[config.mk]
export PLATFORM = sky130hd
export DESIGN_NAME = wave_channel_flat
export DESIGN_NICKNAME = d
export VERILOG_FILES = /design/src/rtl/wave_channel_if.sv /design/src/rtl/wave_channel.sv /design/src/flat_wrapper.sv
export SDC_FILE = /design/constraint.sdc
export NUM_CORES = 1
export LEC_CHECK = 0
export CAP_MARGIN = 20
export CORE_MARGIN = 1.5
export CORE_UTILIZATION = 59
export CTS_CLUSTER_DIAMETER = 30
export DETAILED_ROUTE_END_ITERATION = 8
export GPL_TIMING_DRIVEN = 0
export PLACE_DENSITY = 0.79
export SLEW_MARGIN = 15
export SYNTH_ARGS = -nofsm -noshare
export SYNTH_HDL_FRONTEND = slang
export SYNTH_SLANG_ARGS = --single-unit
[constraint.sdc]
create_clock -name clk -period 2.3 [get_ports clk]
set_input_delay 0.345 -clock clk [delete_from_list [all_inputs] [get_ports clk]]
set_output_delay 0.345 -clock clk [all_outputs]
set_load 0.005 [all_outputs]
[src/rtl/wave_channel_if.sv]
// Control, wave-RAM write port and sample output of one wave_channel voice.
// The owner of the voice's registers drives master; the channel itself is the slave.
interface wave_channel_if #(
  parameter int SAMPLE_W = 4,
  parameter int DEPTH    = 32,
  parameter int FREQ_W   = 11,
  parameter int LEN_W    = 8
);
  localparam int AW = $clog2(DEPTH);

  logic                len_tick;
  logic                dac_en;
  logic [FREQ_W-1:0]   freq;
  logic [1:0]          vol_code;
  logic                len_load;
  logic [LEN_W-1:0]    len_val;
  logic                len_enable;
  logic                trigger;
  logic                wr_en;
  logic [AW-1:0]       wr_addr;
  logic [SAMPLE_W-1:0] wr_data;
  logic                wr_bank;
  logic                play_bank;
  logic [SAMPLE_W-1:0] out;
  logic                active;

  modport master (
    output len_tick, dac_en, freq, vol_code, len_load, len_val, len_enable,
           trigger, wr_en, wr_addr, wr_data, wr_bank, play_bank,
    input  out, active
  );

  modport slave (
    input  len_tick, dac_en, freq, vol_code, len_load, len_val, len_enable,
           trigger, wr_en, wr_addr, wr_data, wr_bank, play_bank,
    output out, active
  );
endinterface

[src/rtl/wave_channel.sv]
// Wavetable voice: out is registered, 1 clk after pos/vol change; no backpressure, free-running stream.
// WAVE_DUAL_BANK_EN adds a second table bank swapped only on trigger or position wrap.
module wave_channel #(
  parameter int SAMPLE_W = 4,
  parameter int DEPTH    = 32,
  parameter int FREQ_W   = 11,
  parameter int LEN_W    = 8
) (
  input  logic           clk,
  input  logic           rst_n,
  wave_channel_if.slave  bus
);
  localparam int AW = $clog2(DEPTH);
  localparam int TW = FREQ_W + 2;
  localparam int CW = LEN_W + 1;
`ifdef WAVE_DUAL_BANK_EN
  localparam int RAW = AW + 1;
`else
  localparam int RAW = AW;
`endif
  localparam int RAM_D = 1 << RAW;
  localparam logic [CW-1:0] LEN_FULL = {1'b1, {LEN_W{1'b0}}};

  logic [SAMPLE_W-1:0] ram [RAM_D];
  logic [SAMPLE_W-1:0] rd_data;
  logic [SAMPLE_W-1:0] shaped;
  logic [SAMPLE_W-1:0] out_q;
  logic [RAW-1:0]      rd_addr;
  logic [RAW-1:0]      wr_addr_full;
  logic [AW-1:0]       pos;
  logic [TW-1:0]       timer;
  logic [TW-1:0]       period;
  logic [CW-1:0]       len_cnt;
  logic [CW-1:0]       len_loaded;
  logic [CW-1:0]       len_nxt;
  logic                active_q;
  logic                act_nxt;
  logic                expire;

  // P = 2*(2^FREQ_W - freq); the extra top bit holds 2^(FREQ_W+1) when freq = 0
  assign period = {({1'b1, {FREQ_W{1'b0}}} - {1'b0, bus.freq}), 1'b0};
  assign expire = active_q && (timer <= TW'(1));

  assign len_loaded = bus.len_load ? (LEN_FULL - {1'b0, bus.len_val}) : len_cnt;

  // Trigger outranks ticks; a load in the same cycle is seen by the trigger's zero check
  always_comb begin
    len_nxt = len_loaded;
    act_nxt = active_q;
    if (bus.trigger) begin
      if (len_loaded == '0) begin
        len_nxt = LEN_FULL;
      end
      act_nxt = bus.dac_en;
    end else begin
      if (bus.len_tick && bus.len_enable && !bus.len_load && (len_cnt != '0)) begin
        len_nxt = len_cnt - CW'(1);
        if (len_cnt == CW'(1)) begin
          act_nxt = 1'b0;
        end
      end
      if (!bus.dac_en) begin
        act_nxt = 1'b0;
      end
    end
  end

  always_comb begin
    shaped = '0;
    case (bus.vol_code)
      2'd1:    shaped = rd_data;
      2'd2:    shaped = rd_data >> 1;
      2'd3:    shaped = rd_data >> 2;
      default: shaped = '0;
    endcase
  end

  always_ff @(posedge clk or negedge rst_n) begin
    if (!rst_n) begin
      pos      <= '0;
      timer    <= '0;
      len_cnt  <= '0;
      active_q <= 1'b0;
      out_q    <= '0;
    end else begin
      len_cnt  <= len_nxt;
      active_q <= act_nxt;
      if (bus.trigger) begin
        pos   <= '0;
        timer <= period;
      end else if (active_q) begin
        if (expire) begin
          pos   <= pos + AW'(1);
          timer <= period;
        end else begin
          timer <= timer - TW'(1);
        end
      end
      out_q <= active_q ? shaped : '0;
    end
  end

`ifdef WAVE_DUAL_BANK_EN
  logic bank_q;
  logic wrap;

  assign wrap = expire && (pos == AW'(DEPTH - 1));

  always_ff @(posedge clk or negedge rst_n) begin
    if (!rst_n) begin
      bank_q <= 1'b0;
    end else if (bus.trigger || wrap) begin
      bank_q <= bus.play_bank;
    end
  end

  assign rd_addr      = {bank_q, pos};
  assign wr_addr_full = {bus.wr_bank, bus.wr_addr};
`else
  logic unused_bank;

  assign unused_bank  = bus.wr_bank ^ bus.play_bank;
  assign rd_addr      = pos;
  assign wr_addr_full = bus.wr_addr;
`endif

  // Not reset; a write to the playing address shows on out one cycle later
  always_ff @(posedge clk) begin
    if (bus.wr_en) begin
      ram[wr_addr_full] <= bus.wr_data;
    end
  end

  assign rd_data    = ram[rd_addr];
  assign bus.out    = out_q;
  assign bus.active = active_q;
endmodule

[src/flat_wrapper.sv]
// flat-port wrapper written by rule: the top's interface ports become plain ports
module wave_channel_flat 
#(
  parameter int SAMPLE_W = 4,
  parameter int DEPTH    = 32,
  parameter int FREQ_W   = 11,
  parameter int LEN_W    = 8
)
  (clk, rst_n, bus_len_tick, bus_dac_en, bus_freq, bus_vol_code, bus_len_load, bus_len_val, bus_len_enable, bus_trigger, bus_wr_en, bus_wr_addr, bus_wr_data, bus_wr_bank, bus_play_bank, bus_out, bus_active);
  wave_channel_if #(.SAMPLE_W(SAMPLE_W), .DEPTH(DEPTH), .FREQ_W(FREQ_W), .LEN_W(LEN_W)) bus_i ();
  input  logic clk;
  input  logic rst_n;
  input wire logic [$bits(bus_i.len_tick)-1:0] bus_len_tick;
  input wire logic [$bits(bus_i.dac_en)-1:0] bus_dac_en;
  input wire logic [$bits(bus_i.freq)-1:0] bus_freq;
  input wire logic [$bits(bus_i.vol_code)-1:0] bus_vol_code;
  input wire logic [$bits(bus_i.len_load)-1:0] bus_len_load;
  input wire logic [$bits(bus_i.len_val)-1:0] bus_len_val;
  input wire logic [$bits(bus_i.len_enable)-1:0] bus_len_enable;
  input wire logic [$bits(bus_i.trigger)-1:0] bus_trigger;
  input wire logic [$bits(bus_i.wr_en)-1:0] bus_wr_en;
  input wire logic [$bits(bus_i.wr_addr)-1:0] bus_wr_addr;
  input wire logic [$bits(bus_i.wr_data)-1:0] bus_wr_data;
  input wire logic [$bits(bus_i.wr_bank)-1:0] bus_wr_bank;
  input wire logic [$bits(bus_i.play_bank)-1:0] bus_play_bank;
  output wire logic [$bits(bus_i.out)-1:0] bus_out;
  output wire logic [$bits(bus_i.active)-1:0] bus_active;
  assign bus_i.len_tick = bus_len_tick;
  assign bus_i.dac_en = bus_dac_en;
  assign bus_i.freq = bus_freq;
  assign bus_i.vol_code = bus_vol_code;
  assign bus_i.len_load = bus_len_load;
  assign bus_i.len_val = bus_len_val;
  assign bus_i.len_enable = bus_len_enable;
  assign bus_i.trigger = bus_trigger;
  assign bus_i.wr_en = bus_wr_en;
  assign bus_i.wr_addr = bus_wr_addr;
  assign bus_i.wr_data = bus_wr_data;
  assign bus_i.wr_bank = bus_wr_bank;
  assign bus_i.play_bank = bus_play_bank;
  assign bus_out = bus_i.out;
  assign bus_active = bus_i.active;
  wave_channel #(.SAMPLE_W(SAMPLE_W), .DEPTH(DEPTH), .FREQ_W(FREQ_W), .LEN_W(LEN_W)) u_core (.clk(clk), .rst_n(rst_n), .bus(bus_i));
endmodule
==> results.yml, run 1 <==
power_and_ir_drop:
  vdd_ir_drop_max_mv: 0.747
  clkPwrFrac_pct: 41.6
  power_frac_comb_pct: 7.4
  powerDensity_mw_per_mm2: 746
  p_leak_nw: 2.98
  switchingPower_mw: 1.54
  p_int_mw: 4.94
  power_frac_seq_pct: 51.1
  swShare_pct: 23.7
  finalPower_mw: 6.48
clocking:
  h-tree-depth: 4
  clkSinkCount: 160
  cts_tree: "yes"
  cts_buffer_depth: 2
  clk_pin_slew_ns: 0.06
  clock_latency_ns: 0.44
  cts-root-buf: "clkbuf_16"
  numCtsBuffers: 17
die:
  rows: 40
  die_area_sq_mm: 0.0133
  start_util_pct: 61.0
  fp.dieW_um: 115
  die_h_um: 115
  core-area_sq_mm: 0.0122
  num_io_pins: 45
synthesis:
  synth_edf_count: 128
  ys_types: 63
  yosysWarnings: 0
  syn_avg_cell_area_sq_um: 14.1
  syn_inst: 526
  async_flop_share_pct: 20.0
  ys_ff_latch: 160
  synth_ff_type: "edfxtp_1"
  yosysSeqAreaShare_pct: 62.6
  syn-num-nets: 573
  synth_area_sq_mm: 0.00742
setup_path:
  crit_fanout: 10
  critical_path_class: "flop to flop"
  startpoint_type: "flop"
  crit_arrival_ns: 2.52
  crit_required_ns: 2.59
  end_kind: "flop"
sta:
  finalCriticalPeriod_ns: 2.23
  fin_setup_tns_ns: 0
  setup_slack_ns: 0.0681
  setup_viol: 0
  worst_slew_pin_slew_ns: 1.04
  skew_ns: 0.00622
  slew_headroom_pct: 30.2
  max_freq_mhz: 448
  grt_setup_unrepaired: "false"
  post-route-period-util_pct: 97.0
  finalHoldViolations: 0
  maxSlewViolCount: 0
layout:
  nNetsFinal: 635
  layout_common_cells: "edfxtp_1 (128), nor2_1 (60), clkdlybuf4s50_1 (38)"
  regArea_sq_mm: 0.00464
  post_route_cells_drive_above_1_share_pct: 18.0
  syn2layout_area_growth_pct: 16.9
  final_common_cell: "edfxtp_1"
  antenna_cells: 0
  multiInputGateArea_sq_mm: 0.00264
  n_fill_cell: 815
detailed_routing:
  routed_wl_um: 16200
  vias: 4759
  wl_per_cell_um: 21.1
  drt_first_pass_iters: 5
  initialDrtViolationCount: 487
  drc: 0
  drt.antenna.violating_nets: 0
  routed_via_density: 6.19
flow_run:
  maxCapViolCount: 0
placed_design:
  portBuffers: 41
  place_hpwl_um: 10600
  pre_cts_slack_ns: -0.0630
  gp_congestion: 0.841
run_status:
  status: "complete, no violations"
global_route:
  grt_antenna_before_repair: 0
  grt_pass1_wl_um: 25400
  grt_pass1_vias: 4832
  grt_max_degree: 33
  grt_overflow: 0
  track_usage_pct: 26.2
min_path:
  hold_path_class: "input pin to flop"
## cell families after synthesis
group | Yosys count | share of synthesized area (%)
fa+ha+maj | 7 | 1.18
mux | 63 | 12.9
flops | 160 | 62.6
buf+inv | 38 | 2.44
xor+xnor | 23 | 2.71
compound gates | 67 | 6.56
simple gates | 168 | 11.7
## power by group through the flow
| stage | Sequential (mW) | Combinational, mW | Clock, mW |
|---|---|---|---|
| after floorplan | 3.34 | 0.265 | 0 |
| after global placement | 3.36 | 0.447 | 0 |
| after detailed placement | 3.36 | 0.468 | 0 |
| after CTS | 3.31 | 0.474 | 2.71 |
| after global routing | 3.32 | 0.527 | 2.82 |
| final | 3.31 | 0.479 | 2.69 |
## critical path, stage by stage (launching register included)
cell	delay [ns]
dfrtp_1	0.37
buf_6	0.17
buf_4	0.26
mux2_2	0.38
a221oi_2	0.35
a22oi_1	0.16
o2111ai_1	0.25
o221ai_1	0.15
## final timing paths
path / endpoint / from / slack, ns / cells past startpoint
worst min register to register: u_core.timer[7] / u_core.timer[7] / 0.52 / 1
worst max-delay path: u_core.bus.out[0] / u_core.pos[0] / 0.07 / 7
worst min-delay path: u_core.bus.active / bus_dac_en / 0.44 / 3
worst max register to register: u_core.bus.out[0] / u_core.pos[0] / 0.07 / 7
max in group asynchronous: u_core.len_cnt[8] / rst_n / 1.33 / 2
min in group asynchronous: u_core.timer[2] / rst_n / 0.51 / 2
## timing repair
item,CTS,global route
cloned,0,0
gates resized for setup,4,12
hold buffers,1,0
hold endpoints to repair,32,0
setup buffers,0,0
endpoints found under the setup margin,2,13
## layer usage
metal,track usage [%],share of wire [%]
met1,33.1,40
met5,0,0
met2,43.8,51
met4,11.7,2.2
met3,6.06,6.9
## state kept, by name, summed over array words and instances, names as in the netlist
register           cells
u_core.timer          13
u_core.pos             5
u_core.bus.active      1
u_core.len_cnt         9
u_core.bus.out         4
u_core.ram           128
## final cells by class
class	instances	share of cell area [%]
buffer	21	1.67
multi-input combinational	328	30.4
clock inverter	14	1.47
tap	168	2.42
sequential	160	53.5
timing repair buffer	44	4.90
clock buffer	18	4.95
inverter	16	0.692
## synth_stat cells (3+ instances only)
cell	n	area (sq um)
edfxtp_1	128	3840
clkbuf_1	9	33.8
a31oi_1	4	25.0
nand4_1	5	31.3
or3b_2	4	35.0
nand3_1	16	80.1
dfrtp_1	32	801
o22ai_1	4	25.0
mux2i_1	24	240
inv_1	15	56.3
a221oi_1	4	35.0
a22o_1	3	26.3
nor3_1	11	55.1
buf_2	7	35.0
nor2_1	60	225
ha_1	7	87.6
a21oi_1	11	55.1
buf_6	3	33.8
or3_1	5	31.3
o21ai_0	10	50.1
o211ai_1	4	30.0
o2bb2ai_1	3	26.3
nand3b_1	9	67.6
nor4_1	5	31.3
and3_1	4	25.0
nor2b_1	5	31.3
mux2_2	13	146
o221ai_1	3	26.3
xnor2_1	12	105
mux4_2	24	541
nand2_1	27	101
xor2_1	11	96.3
## stage by stage
stage          cells  utilization [%]  area (sq um)  hold WS [ns]
2_1_floorplan    526                -          7420        0.0494
3_3_place_gp     735             66.2          8050         0.486
3_5_place_dp     736             66.2          8050         0.437
4_1_cts          769             70.9          8620         0.438
5_1_grt          769             71.4          8680         0.476
6_report         769             71.4          8680         0.440
No activity file was read; power rests on OpenSTA's default activity.
==> inputs of run 2 (changes only) <==
Settings changed: ABC_CLOCK_PERIOD_IN_PS from default to 2300, SETUP_SLACK_MARGIN from default to 0.15.
==> run 2 against run 1 <==
Worst setup slack better by 0.056 ns. Global-route usage is 0.53 points higher. First-iteration DRC count is 10% lower. Register-to-register slack better by 0.06 ns. Power is 0.55% higher. Clock power hardly changed. Die area stayed put. Sequential share of layout area is 1.6 points lower. Hold slack better by 0.0038 ns. Non-clock buffer count is 12 higher. Combinational power is 7.1% higher. Critical path depth is 2 lower.
==> results.yml, run 2 (same netlist as run 1, synthesis figures left out) <==
run_status:
  status: "complete, no violations"
setup_path:
  crit_required_ns: 2.58
  max_stage_delay_ns: 0.54
  crit_family: "compound AO/OA/AOI/OAI gates"
  startpoint_type: "flop"
  path_depth: 5
  r2r_slack_ns: 0.12
  worstRegToRegCells: 5
  r2r-start: "u_core.pos[1]"
  crit_fanout: 10
  worstPathCellList: "buf_4 > mux2i_1 > o41ai_2 > o41ai_2 > o221ai_1"
  critical_path_class: "flop to flop"
  crit_buf_inv: 1
  end_kind: "flop"
  cpMostUsedCell: "o41ai_2"
  slowest_stage: "o41ai_2"
  crit_arrival_ns: 2.46
  r2r_end: "u_core.bus.out[1]"
clocking:
  cts_buffer_depth: 2
  cts_tree: "yes"
  cts-root-buf: "clkbuf_16"
  numCtsBuffers: 17
  clock_latency_ns: 0.43
  h-tree-depth: 4
  clk_pin_slew_ns: 0.06
  clkSinkCount: 160
detailed_routing:
  initialDrtViolationCount: 436
  wl_per_cell_um: 21.6
  routed_wl_um: 16800
  drt.antenna.violating_nets: 0
  drc: 0
  vias: 4892
  routed_via_density: 6.26
  drt_first_pass_iters: 5
power_and_ir_drop:
  finalPower_mw: 6.51
  swShare_pct: 23.8
  p_leak_nw: 3.07
  powerDensity_mw_per_mm2: 728
  vdd_ir_drop_max_mv: 0.752
  clkPwrFrac_pct: 41.2
  power_frac_seq_pct: 50.9
  p_int_mw: 4.96
  power_frac_comb_pct: 7.9
  switchingPower_mw: 1.55
sta:
  setup_slack_ns: 0.124
  maxSlewViolCount: 0
  max_freq_mhz: 459
  worst_slew_pin_slew_ns: 1.03
  finalHoldViolations: 0
  finalCriticalPeriod_ns: 2.18
  skew_ns: 0.00690
  grt_setup_unrepaired: "true"
  post-route-period-util_pct: 94.6
  slew_headroom_pct: 31.0
  setup_viol: 0
die:
  start_util_pct: 61.0
  fp.dieW_um: 115
  rows: 40
  core-area_sq_mm: 0.0122
  die_h_um: 115
  num_io_pins: 45
  die_area_sq_mm: 0.0133
global_route:
  track_usage_pct: 26.7
  grt_antenna_before_repair: 0
  grt_pass1_wl_um: 25900
  grt_pass1_vias: 4895
  grt_max_degree: 33
  grt_overflow: 0
min_path:
  whs_path_depth: 3
  hold_path_class: "input pin to flop"
  hold_start: "bus_dac_en"
  min_to: "u_core.bus.active"
placed_design:
  portBuffers: 41
  place_hpwl_um: 10600
  gp_congestion: 0.841
  pre_cts_slack_ns: -0.0630
  placed_cells_incl_taps: 736
  dpl_cell_area_sq_mm: 0.00805
layout:
  reg.largest.list: "u_core.ram x128, u_core.timer x13, u_core.len_cnt x9"
  finalNonFillerCells: 781
  top_register: "u_core.ram"
  antenna_cells: 0
  post_route_cells_drive_above_1_share_pct: 22.2
  layout_common_cells: "edfxtp_1 (128), nor2_1 (60), clkdlybuf4s50_1 (39)"
  nNetsFinal: 647
  syn2layout_area_growth_pct: 20.5
  largest_reg_flops: 128
  n_fill_cell: 767
  postLayoutCellArea_sq_mm: 0.00895
  final_common_cell: "edfxtp_1"
  post-route-util_pct: 73.6
flow_run:
  maxCapViolCount: 0
==> run 2: layout make-up <==
type | instances | area [sq um] | share of cell area [%]
buffer | 22 | 180 | 2.01
inverter | 16 | 60.1 | 0.671
timing repair buffer | 55 | 544 | 6.08
clock buffer | 18 | 429 | 4.80
multi-input combinational | 328 | 2750 | 30.7
tap | 168 | 210 | 2.35
clock inverter | 14 | 128 | 1.43
sequential | 160 | 4640 | 51.9
==> run 2: worst min-delay path, delay by kind of cell <==
kind | cells | cell delay (ns)
buffers and inverters | 1 | 0.40
and+or+nand+nor | 2 | 0.10
==> run 2: what timing repair did <==
action / 4_1_cts / 5_1_grt
hold buffers: 1 / 0
hold endpoints to repair: 32 / 0
gates cloned: 1 / 0
gates resized for setup: 25 / 28
setup endpoints to repair: 14 / 24
pin swaps: 0 / 6
setup buffers: 7 / 2
==> run 2: worst max-delay path by stage <==
stage | slack (ns) | from | to
final | 0.12 | u_core.pos[1] | u_core.bus.out[1]
after global routing | 0.03 | u_core.pos[2] | u_core.bus.out[1]
after CTS | 0.09 | u_core.pos[0] | u_core.bus.out[1]
after detailed placement | -0.06 | bus_len_val[2] | u_core.len_cnt[8]
after global placement | -0.03 | bus_len_val[2] | u_core.len_cnt[8]
after floorplan | 0.33 | u_core.timer[0] | u_core.timer[10]
==> run 2: metrics by stage <==
stage	hold WS, ns	TNS, ns
2_1_floorplan	0.0494	0
3_3_place_gp	0.486	-0.132
3_5_place_dp	0.437	-1.01
4_1_cts	0.438	0
5_1_grt	0.476	0
6_report	0.444	0
==> run 2: routing by layer <==
layer / vias up / part of all wire [%] / track usage [%]
met5: - / 0 / 0
met4: 0 / 2.5 / 11.8
met1: 2428 / 40 / 33.2
met2: 235 / 51 / 45.5
met3: 43 / 6.5 / 5.96
li1: 2186 / - / -
==> run 2: power by group through the flow <==
stage / Combinational, mW / Clock, mW / Sequential [mW]
6_report: 0.513 / 2.69 / 3.31
5_1_grt: 0.562 / 2.81 / 3.32
4_1_cts: 0.491 / 2.71 / 3.31
3_5_place_dp: 0.468 / 0 / 3.36
3_3_place_gp: 0.447 / 0 / 3.36
2_1_floorplan: 0.265 / 0 / 3.34
